<file path="config.mk">
export PLATFORM = sky130hd
export DESIGN_NAME = dac_frame_ctrl
export DESIGN_NICKNAME = d
export VERILOG_FILES = /design/src/rtl/dac_frame_ctrl_pkg.sv /design/src/rtl/dac_frame_ctrl_arbiter.sv /design/src/rtl/dac_frame_ctrl.sv
export SDC_FILE = /design/constraint.sdc
export NUM_CORES = 1
export LEC_CHECK = 0
export ABC_CLOCK_PERIOD_IN_PS = 1920
export BUFFER_PORTS_ARGS = -buffer_cell sky130_fd_sc_hd__buf_2
export CORE_UTILIZATION = 35
export DETAILED_ROUTE_END_ITERATION = 10
export SYNTH_ARGS = -nofsm -noshare
export SYNTH_HDL_FRONTEND = slang
export SYNTH_HIERARCHICAL = 1
export SYNTH_SLANG_ARGS = --single-unit
</file>
<file path="constraint.sdc">
create_clock -name clk_4M -period 1.92 [get_ports clk_4M]
set_input_delay 0.288 -clock clk_4M [delete_from_list [all_inputs] [get_ports clk_4M]]
set_output_delay 0.288 -clock clk_4M [all_outputs]
set_load 0.1 [all_outputs]
</file>
<file path="src/rtl/dac_frame_ctrl_pkg.sv">
// Shared constants and sizing helpers for the DAC serial frame controller.
package dac_pkg;

    localparam int unsigned REFRESH_OFF = 0;
    localparam int unsigned REFRESH_ON  = 1;

    // Serial word width: channel index followed by the data bits.
    function automatic int unsigned shift_width(input int unsigned ch_w, input int unsigned dw);
        return ch_w + dw;
    endfunction

endpackage

</file>
<file path="src/rtl/dac_frame_ctrl_arbiter.sv">
// Combinational round-robin search: first requesting channel after ptr, with wrap.
module dac_rr_arbiter
    import dac_pkg::*;
#(
    parameter int unsigned NCH  = 2,
    parameter int unsigned CH_W = 1
) (
    input  logic [NCH-1:0]  req,
    input  logic [CH_W-1:0] ptr,
    output logic            found,
    output logic [CH_W-1:0] grant
);

    always_comb begin
        int unsigned idx;
        found = 1'b0;
        grant = '0;
        idx   = 0;
        // Offset 1..NCH visits every channel once, ptr itself last.
        for (int unsigned i = 1; i <= NCH; i++) begin
            idx = (32'(ptr) + i) % NCH;
            if (!found && req[CH_W'(idx)]) begin
                found = 1'b1;
                grant = CH_W'(idx);
            end
        end
    end

endmodule

</file>
<file path="src/rtl/dac_frame_ctrl.sv">
// Multi-channel DAC frame controller: shadow registers, dirty tracking,
// round-robin channel selection and MSB-first shifting under an active-low SCEn.
module dac_frame_ctrl
    import dac_pkg::*;
#(
    parameter int unsigned NCH       = 2,
    parameter int unsigned CH_W      = 1,
    parameter int unsigned DW        = 8,
    parameter int unsigned FRAME_LEN = 16,
    parameter int unsigned PRELOAD   = 0,
    parameter int unsigned REFRESH   = REFRESH_OFF
) (
    input  logic            clk_4M,
    input  logic            rst_n,
    input  logic            wr_en,
    input  logic [CH_W-1:0] wr_ch,
    input  logic [DW-1:0]   wr_data,
    output logic            scen,
    output logic            dout,
    output logic [CH_W-1:0] cur_ch,
    output logic            frame_done,
    output logic            overrun,
    output logic [NCH-1:0]  dirty
);

    localparam int unsigned SW    = shift_width(CH_W, DW);
    localparam int unsigned IDLE  = FRAME_LEN - SW;
    localparam int unsigned CNT_W = (FRAME_LEN > 1) ? $clog2(FRAME_LEN) : 1;
    localparam logic [CNT_W-1:0] ARM_CNT  = CNT_W'(IDLE - 1);
    localparam logic [CNT_W-1:0] LAST_CNT = CNT_W'(FRAME_LEN - 1);

    logic [CNT_W-1:0] cnt;
    logic [CH_W-1:0]  rr_ptr;
    logic [DW-1:0]    shadow [NCH];
    logic [SW-1:0]    shreg;
    logic [NCH-1:0]   req;
    logic [NCH-1:0]   dirty_nxt;
    logic             arb_found;
    logic [CH_W-1:0]  arb_ch;
    logic             arm;
    logic             wr_valid;
    logic             overrun_nxt;

    // In refresh mode every channel requests, so the search lands on ptr+1.
    assign req      = (REFRESH == REFRESH_ON) ? '1 : dirty;
    assign arm      = (cnt == ARM_CNT) && arb_found;
    assign wr_valid = wr_en && (32'(wr_ch) < NCH);

    dac_rr_arbiter #(
        .NCH  (NCH),
        .CH_W (CH_W)
    ) u_arb (
        .req   (req),
        .ptr   (rr_ptr),
        .found (arb_found),
        .grant (arb_ch)
    );

    // The arm clear is applied first so a same-cycle write re-marks the channel
    // dirty without counting as an overrun.
    always_comb begin
        dirty_nxt   = dirty;
        overrun_nxt = 1'b0;
        if (arm) begin
            dirty_nxt[arb_ch] = 1'b0;
        end
        if (wr_valid) begin
            overrun_nxt        = dirty_nxt[wr_ch];
            dirty_nxt[wr_ch]   = 1'b1;
        end
    end

    always_ff @(posedge clk_4M or negedge rst_n) begin
        if (!rst_n) begin
            for (int unsigned i = 0; i < NCH; i++) begin
                shadow[i] <= '0;
            end
        end else if (wr_valid) begin
            shadow[wr_ch] <= wr_data;
        end
    end

    always_ff @(posedge clk_4M or negedge rst_n) begin
        if (!rst_n) begin
            cnt     <= CNT_W'(PRELOAD);
            rr_ptr  <= CH_W'(NCH - 1);
            dirty   <= '0;
            scen    <= 1'b1;
            cur_ch  <= '0;
            overrun <= 1'b0;
            shreg   <= '0;
        end else begin
            cnt     <= (cnt == LAST_CNT) ? '0 : cnt + 1'b1;
            dirty   <= dirty_nxt;
            overrun <= overrun_nxt;
            if (arm) begin
                shreg  <= {arb_ch, shadow[arb_ch]};
                cur_ch <= arb_ch;
                rr_ptr <= arb_ch;
                scen   <= 1'b0;
            end else begin
                if (!scen) begin
                    shreg <= shreg << 1;
                end
                if (cnt == LAST_CNT) begin
                    scen <= 1'b1;
                end
            end
        end
    end

    assign dout       = !scen && shreg[SW-1];
    assign frame_done = !scen && (cnt == LAST_CNT);

endmodule

</file>
* After elaboration in Yosys (flattened, before gate mapping)
Index checks and enable logic that the tools add are counted.
Operators by class: reductions and logical operators 10, equal/unequal tests 3, $add $sub $neg 3, bitwise logic cells 5, order comparisons 9, mux-type cells 28
Operators by type and width (number):
- $mux 8 | 4
- $mux 9 | 2
- $bwmux 16 | 1
- $mux 1 | 15
- $demux 8 s1 | 1
- $lt 1x2->1 const B | 4
- $logic_and 1x1->1 | 7
- $add 4x1->4 const B | 1
- $eq 4x3->1 const B | 1
- $eq 4x4->1 const B | 1
- $ge 2x2->1 const B | 2
- $mux 2 | 2
- $mux 4 | 1
- $not 1->2 | 2
- $add 1x1->1 const B | 2
- $and 2x2->2 | 1
- $demux 1 s1 | 2
- $ge 1x1->1 const B | 2
- $logic_not 1->1 | 2
- $lt 2x1->1 const B | 1
- $ne 2x1->1 const B | 1
- $not 2->2 | 1
- $or 2x2->2 | 1
- $reduce_bool 2->1 | 1
Storage, ports and cells: output and inout bits 7, bits in registers 35, word-level logic and storage cells 67

* Depth between registers and ports, before layout
Gate-level depths: netlist (run 1).
depth in word-level cells 17, depth in mapped cells 6, gate-level depth less buffers 5

* By module
Netlist (run 1), hierarchy kept.
By module, submodules not included:
- dac_frame_ctrl | seq. area each 878.3 um2, area each 1524.0 um2, cells each 122, instances 1
- dac_rr_arbiter | seq. area each 0.0 um2, area each 13.8 um2, cells each 2, instances 1

* Worst setup path before layout (run 1)
No wires, ideal clock.
kind register to output, from reg scen, to out dout, path buffers 1, stages on the path, launching flop included 3, arrival time 2.164 ns, data required time 1.632 ns, path slack -0.532 ns, path through dfstp_2 buf_2 nor2b_1
On the way: longest elaborated chain between the ends 2
Ends and longest elaborated chain:
- from (decl) | RTL line dac_frame_ctrl.sv:18 | output logic scen,
- from (signal assigned) | RTL line dac_frame_ctrl.sv:88 | scen <= 1'b1;
- from (signal assigned) | RTL line dac_frame_ctrl.sv:100 | scen <= 1'b0;
- from (signal assigned) | RTL line dac_frame_ctrl.sv:106 | scen <= 1'b1;
- $logic_not 1->1 | RTL line dac_frame_ctrl.sv:112 | assign dout = !scen && shreg[SW-1];
- $logic_and 1x1->1 | RTL line dac_frame_ctrl.sv:112
- to (decl) | RTL line dac_frame_ctrl.sv:19 | output logic dout,
No other way between the ends.

* Final worst setup path (run 1)
from reg scen, to out scen
No word-level cell between the ends.

==> run summary, run 1 <==
The final critical-path share of the clock period was 93.71%. Global routing finished with a remaining overflow of 0. The logs give 1842 um for the HPWL after detailed placement and 13.93% for the global-route usage over all layers. The worst hold slack after final layout is 0.06744 ns. The post-synthesis net count is 138.

During I/O placement, the number of pins put on the boundary was 19. The tools report the sequential group share of total power as 46.5%. STA puts the critical path data required time at 1.63 ns. The sink count of the clock tree came out at 35. Setup repair after global routing left no endpoint under its margin. The aggregate routed wire length is 2634 um, and the setup slack after placement is 0.3440 ns. The library cells used most frequently in the layout, excluding fill and tap cells, are dfrtp_1 (32), mux2_2 (17), buf_2 (17). The worst setup path is captured at an output pin. The part of the Yosys area used for sequential elements is 57.12%, and the height of the die is 68.29 um.

The logs give 0 for the number of antenna violations at the first check in global routing and 4663 sq um for the area of the die. The width of the die works out to 68.29 um. The most critical setup path has its startpoint at scen.

During synthesis, Yosys emitted a total of 6 warnings. For the number of global-route vias before repair, the log shows 1030. In this run the worst path has a maximum fanout of 13. In this run the mean area of a mapped cell was 12.40 sq um. The total count of max-transition violations in the final report is 0, and the setup slack of the most critical reg-to-reg path is 0.49 ns.

Worst relative slew slack: 49.09%. For the number of iterations in the first detailed-routing pass, the log shows 4. The cell area that synthesis handed to floorplanning was 1538 sq um. The number of register bits inferred by synthesis was 35.

Power comes to 1.764 mW. 0 antenna diodes ended up in the layout. On the critical path the largest part of the delay comes from flip-flops. The initial utilization of the core area, before any placement, comes to 37.37%.

The setup path with the least slack is of type reg -> out. After clock tree synthesis, the clock-pin slew on the worst setup and hold paths is 0.07 ns. In this run the static leakage power is 0.8798 nW.

For this run, design rule violations remaining after detail routing come to 0. Ranked by total cell area, the synthesized netlist is headed by dfrtp_1 (54%), mux2_2 (12%), mux2i_1 (5.9%). The clock tree synthesis step divided the H-tree into 2 levels. Traced cell by cell, the critical path runs through buf_2. After clock tree synthesis, the setup repair step added 0 buffers. The logic depth of the worst path, buffers included was 1; the clock skew after layout was 0.004519 ns. The internal power contribution was 1.388 mW; the maximum VDD drop was 0.0004490 V.

Dividing the detail-routed wire length by the instance count gives 13.24 um. The depth of the worst register-to-register path was 6. The share of layout cells above drive strength 1 came out at 35.57%. Timing would allow up to 555.8 MHz.

The power per standard cell area was 959.1 nW/um^2. After the first detailed-routing iteration, the DRC count stood at 33. The flow ran to the end, and the final reports show no timing, DRC or antenna violations. The most common library cell in the layout ignoring fill and taps is dfrtp_1. For this design the total switching power over the nets is 0.3757 mW. The minimum period implied by the final worst setup slack was 1.799 ns; the count of input and output buffers was 18.

The logs give 9.3% for the proportion of power drawn by combinational gates and 44.2% for the part of the total power dissipated in the clock network. Setup violations remaining at the end of the flow were counted as 0. Including well taps, the total number of placed cells is 191. The portion of synthesized cell area occupied by the leading cell type is 53.70%. The later pin in the worst-skew pair is clocked with a latency of 0.29 ns.

The first global-routing pass estimated 4567 um of wire. The tools report the launching element type of the critical path as a register. The cell count after synthesis came out at 124. The detail route stage leaves a number of antenna-violating nets equal to 0. The maximum number of pins on one net before global-route repair was 36. The number of failing hold endpoints at the final stage is 0. Slowest cell on the critical path: dfstp_2.

In this run the deepest clock path goes through 2 buffers. The max capacitance violation total was 0. The worst min-delay path class is in -> async. For this run, the slowest stage of the critical path takes 0.73 ns. For the number of placement rows, the log shows 23.

The netlist uses 23 different library cells. The data arrival time of the worst path was 1.51 ns; the number of vias per cell after detailed routing was 5.035. Net switching is 21.30% of the power.

The cell type contributing the most total cell area after synthesis was dfrtp_1. The worst path meets setup with 0.1207 ns of slack. For the final-layout setup total negative slack, the log shows 0 ns. Relative to the synthesized area, the layout overhead comes to 19.61%. The worst register-to-register path begins at cnt[0]. The non-filler instance count after layout came out at 199.

The slew of the pin with the lowest slew margin is 0.7637 ns, and the via count is 1002. Net count of the finished layout: 162. The number of buffer and inverter stages on the critical path was 1. The total core area is 4115 sq um. The tools report the library cell used as clock root buffer as clkbuf_8.

The run gives 5 as the TritonCTS buffer count. Routability-driven placement finished with a final weighted congestion of 0.7430. TritonCTS built the clock tree.
==> registers in the layout, summed over array words and instances (netlist names) <==
register and flops:
rr_ptr 1, cur_ch 1, dirty 2, overrun 1, scen 1, shadow 16, shreg 9, cnt 4
==> synthesized netlist by cell type (all sizes together) <==
| cell type | n |
|---|---|
| mux2 | 17 |
| a21boi | 1 |
| o211a | 1 |
| nand3 | 2 |
| mux2i | 9 |
| a31oi | 1 |
| ha | 2 |
| buf | 6 |
| inv | 4 |
| dfstp | 2 |
| dfrtp | 33 |
| nand2 | 8 |
| o31ai | 1 |
| nor2b | 9 |
| xor2 | 2 |
| a211oi | 7 |
| a22o | 1 |
| nand2b | 1 |
| o21ai | 3 |
| a21oi | 9 |
| nand4b | 1 |
| or2 | 2 |
| nor2 | 2 |
==> kinds of logic after synthesis <==
family                     synth area share, %
muxes                                    18.31
buffers and inverters                    2.929
DFF                                      57.12
xor gates and xnor gates                 1.139
and+or+nand+nor                          8.950
adders and majority gates                1.627
AOI/OAI and AO/OA                        9.927
==> power by group through the flow <==
stage                     clock [mW]  sequential [mW]  combinational, mW
final                          0.780            0.820              0.164
after global routing           0.831            0.826              0.183
after CTS                      0.805            0.820              0.168
after detailed placement           0            0.834              0.168
after global placement             0            0.831              0.162
after floorplan                    0            0.852             0.0905
==> cell type report <==
cell class	count	area [sq um]
flip-flops and latches	35	879.6
repair buffers	23	130.1
inverters	4	15.01
fillers	400	2276
well taps	50	62.56
multi-input cells	79	619.3
clock inverters	2	60.06
clock buffers	6	72.57
==> metal layers <==
layer	share of wire (%)	global-route usage, %	vias to the layer above
li1	-	-	484
met3	4.5	5.500	7
met5	0	0	-
met2	48	22.67	18
met1	45	15.72	493
met4	2.1	7.031	0
==> metrics by stage <==
stage | area [sq um] | util (%)
2_1_floorplan | 1544 | -
3_3_place_gp | 1704 | 41.41
3_5_place_dp | 1704 | 41.41
4_1_cts | 1837 | 44.63
5_1_grt | 1839 | 44.69
6_report | 1839 | 44.69
==> worst paths after layout <==
kind,endpoint
worst max-delay path,scen
worst min register to register,rr_ptr
worst max register to register,shreg[5]
max in group asynchronous,dirty[1]
worst min-delay path,dirty[1]
min in group clk_4M,shadow[5]
==> what timing repair did <==
item | in CTS | in global routing
endpoints found under the setup margin | 0 | 1
resized for setup | 0 | 1
hold buffers | 0 | 0
(Power assumes the default switching activity.)
==> inputs of run 2 (changes only) <==
Settings changed: SYNTH_HIERARCHICAL 1 to unset, TNS_END_PERCENT set to 20.
==> run 2 against run 1 <==
Against the previous run: combinational power increased by 7%; non-clock buffer count decreased by 3; maximum frequency decreased by 0.25%; clock power decreased by 33%; die area increased by 2.0%; worst hold slack improved by 0.019 ns; largest power group unchanged.
==> run summary, run 2 <==
For the setup slack of the most critical reg-to-reg path, the log shows 0.46 ns. The run gives 0 as the synthesis warning total. Counting flops with an async set or reset pin after synthesis yields a share of 100.0%. The most common library cell in the layout ignoring fill and taps was dfrtp_1. The dominant combinational cell family by area after synthesis is multiplexers. During I/O placement, the number of pins put on the boundary was 19. The width of the die was 68.98 um; the global-route usage over all layers was 14.19%. Summing the areas of all compound-gate instances in the mapped netlist gives 6.853% of the synthesized area.

The remaining design rule violation count was 0. The cell family contributing the most delay on the critical path is flip-flops. The final-layout setup total negative slack was 0 ns; the mean instance size in the synthesized netlist was 13.54 sq um. The tools report the number of antenna violations at the first check in global routing as 0. Of the total synthesized cell area, the portion taken by full adders, half adders and majority gates is 1.594%.

Prior to clock tree synthesis, the placed netlist has a worst setup slack of 0.3216 ns. The logs give 957 for the via count and 0 for the total count of max-transition violations in the final report. After floorplanning, the core was sized to cover 4144 sq um. For this design, the sink count on the clock tree is 35. The final critical-path share of the clock period came out at 93.95%. The library cells used most frequently in the layout, excluding fill and tap cells, are dfrtp_1 (33), mux2i_1 (25), buf_2 (17). Tracing the worst setup path back leads to its startpoint at scen.

Part of the Yosys area used for sequential elements: 55.94%. In the post-synthesis netlist, the biggest area contributors are dfrtp_1 (53%), mux2i_1 (16%), mux2_2 (11%). By instance count, the leading cell after synthesis is dfrtp_1. The clock slew at the register clock pins of the worst setup and hold paths was 0.07 ns.

The tools report the latest clock arrival within the worst-skew pair as 0.28 ns. The run gives 130 as the post-synthesis net count. STA classifies the critical path endpoint as an output pin. Traced cell by cell, the critical path runs through buf_2. Cells with a size suffix above 1 make up 35.97% of the layout. The number of antenna diodes in the final layout is 0. TritonCTS built the clock tree. By count the netlist is led by dfrtp_1 (33), mux2i_1 (25), mux2_2 (16), inv_1 (7), o21ai_0 (7). In this run the clock root is driven by a clkbuf_8.

VDD sags by at most 0.0004464 V. The delay of the slowest cell on the worst path came out at 0.74 ns. At the end of routability-driven placement, the weighted congestion stood at 0.6960.

The floorplan step set the die height to 68.98 um. The simple-gate portion of the synthesized area works out to 3.347%. The xor and xnor area share after synthesis is 1.116%.

The synthesized netlist occupies a cell area of 1570 sq um. With fillers left out, the area of the finished cells amounts to 1800 sq um. The cell count after synthesis came out at 116.

The first-pass GRT wire length is 4643 um, and the flip-flop count of the largest register, all copies and words added is 16. Across the routed clock network, the largest skew measured is 0.005964 ns. Worst relative slew slack: 48.48%. The cell type contributing the most total cell area after synthesis was dfrtp_1. Setup violations remaining at the end of the flow were counted as 0.

The run gives 2 as the H-tree depth. The worst setup path is launched from a register. Once detail routing completed, the nets flagged for antenna violations numbered 0. After legalization and detailed placement, the total HPWL measured 1833 um. The slowest stage of the critical path belongs to the cell dfstp_2.

In the final design database the tool counted 153 nets. For the number of global-route vias before repair, the log shows 1022. In this run, CTS created clock tree buffers numbering 5. At the pin with the least slew margin, the transition time is 0.7728 ns.

Proportion of synthesized area in mux cells: 27.41%. The logs give 0 for the number of failing hold endpoints at the final stage and 0.1162 ns for the minimum setup slack in the final design. The count of input and output buffers was 18; the number of enable-type register cells in the synthesized netlist was 0.

After detailed placement, the total cell area comes to 1710 sq um. The worst register-to-register path begins at cnt[0]. The data arrival time of the worst path was 1.52 ns; the average detailed-routed wire length per instance was 14.19 um. For the worst setup path, the data required time is 1.63 ns. The worst hold slack after final layout came out at 0.08618 ns. The cts-stage hold buffer count is 0, and the initial DRC count is 14. The most flop-heavy register was shadow. Entering global routing, the biggest net connects 36 pins.

Static timing analysis puts the maximum clock frequency at 554.4 MHz. Setup repair after global routing left no endpoint under its margin. The deepest clock path buffer count was 2; the leakage power summed over all cells was 0.8784 nW.

The max capacitance violation total came out at 0. The classification of the worst setup path is reg -> out. The floorplan has 23 rows.

The critical-path maximum fanout works out to 13. Portion of synthesized cell area occupied by the leading cell type: 52.59%. The floorplan step defined a die boundary enclosing 4758 sq um. Post-CTS timing repair inserted 0 buffers for setup.

Worst min-delay path class: in -> async. The global-route congestion overflow total is 0, and the minimum period implied by the final worst setup slack is 1.804 ns. In this run, synthesis produced a sequential element count of 35. Relative to the synthesized area, the layout overhead comes to 14.66%. Dividing the detail-routed via count by the number of cells gives 5.063. Wires add up to 2682 um. Synthesis instantiated 24 different standard cells from the library.

The number of iterations in the first detailed-routing pass was 4; the starting utilization of the core area was 37.89%. The run gives 43.45% as the core occupancy in the finished layout. Counting the fill cells in the layout gives 419. The largest registers in the layout are shadow x16, shreg x9, cnt x4. Power spread over the standard cell area amounts to 846.2 nW/um^2. The number of buffer and inverter stages on the critical path is 1.

The top flip-flop cell by instance count after synthesis was dfrtp_1. The flow ran to the end, and the final reports show no timing, DRC or antenna violations.
-- run 2: cell types whose count changed in the layout (fill, tap and decap cells not counted), sizes merged, moves of 4 or more --
cell / change
a21oi: -8
o21ai: +4
a211oi: -7
nor2b: -7
mux2i: +16
nand2: -5
-- run 2: per-layer routing --
metal / up-vias / global-route usage, % / part of all wire (%)
met5: - / 0 / 0
met1: 482 / 16.37 / 46
met2: 19 / 23.54 / 48
met4: 0 / 7.653 / 1.7
met3: 5 / 4.112 / 4.3
li1: 451 / - / -
-- run 2: what timing repair did --
item / 4_1_cts / 5_1_grt
gates resized for setup: 0 / 1
endpoints found under the hold margin: 0 / 0
endpoints found under the setup margin: 0 / 1
-- run 2: worst paths after layout --
| check | endpoint | cells past startpoint |
|---|---|---|
| setup / recovery | scen | 1 |
| hold / removal | shadow[14] | 1 |
| setup reg to reg | shreg[2] | 5 |
| hold reg to reg | shadow[3] | 1 |
| max in group asynchronous | shadow[7] | 1 |
| min in group clk_4M | shadow[7] | 2 |
-- run 2: cell type report --
cell class / instances / area [sq um] / area share, %
Sequential cell: 35 / 878.3 / 48.78
Multi-Input combinational cell: 70 / 638.1 / 35.44
Timing Repair Buffer: 20 / 107.6 / 5.976
Clock buffer: 6 / 82.58 / 4.587
Tap cell: 50 / 62.56 / 3.475
Inverter: 7 / 26.28 / 1.459
Clock inverter: 1 / 5.005 / 0.2780
-- run 2: power breakdown --
part           switching, mW  leakage (nW)  internal, mW
clock network          0.244        0.0470         0.281
logic                 0.0953         0.406        0.0801
registers             0.0284         0.426         0.794
total                  0.368         0.878          1.16
-- run 2: per-stage QoR --
stage / power (mW) / cells
after floorplan: 0.9569 / 116
after global placement: 1.007 / 182
after detailed placement: 1.018 / 182
after CTS: 1.551 / 189
after global routing: 1.606 / 189
final: 1.524 / 189
-- run 2: logic make-up (layout without fill, tap and decap cells) --
logic type / count (synthesis) / in the layout
muxes: 41 / 41
DFF: 35 / 35
AOI/OAI and AO/OA: 15 / 15
buffers and inverters: 11 / 34
and+or+nand+nor: 10 / 10
adders and majority gates: 2 / 2
xor gates and xnor gates: 2 / 2
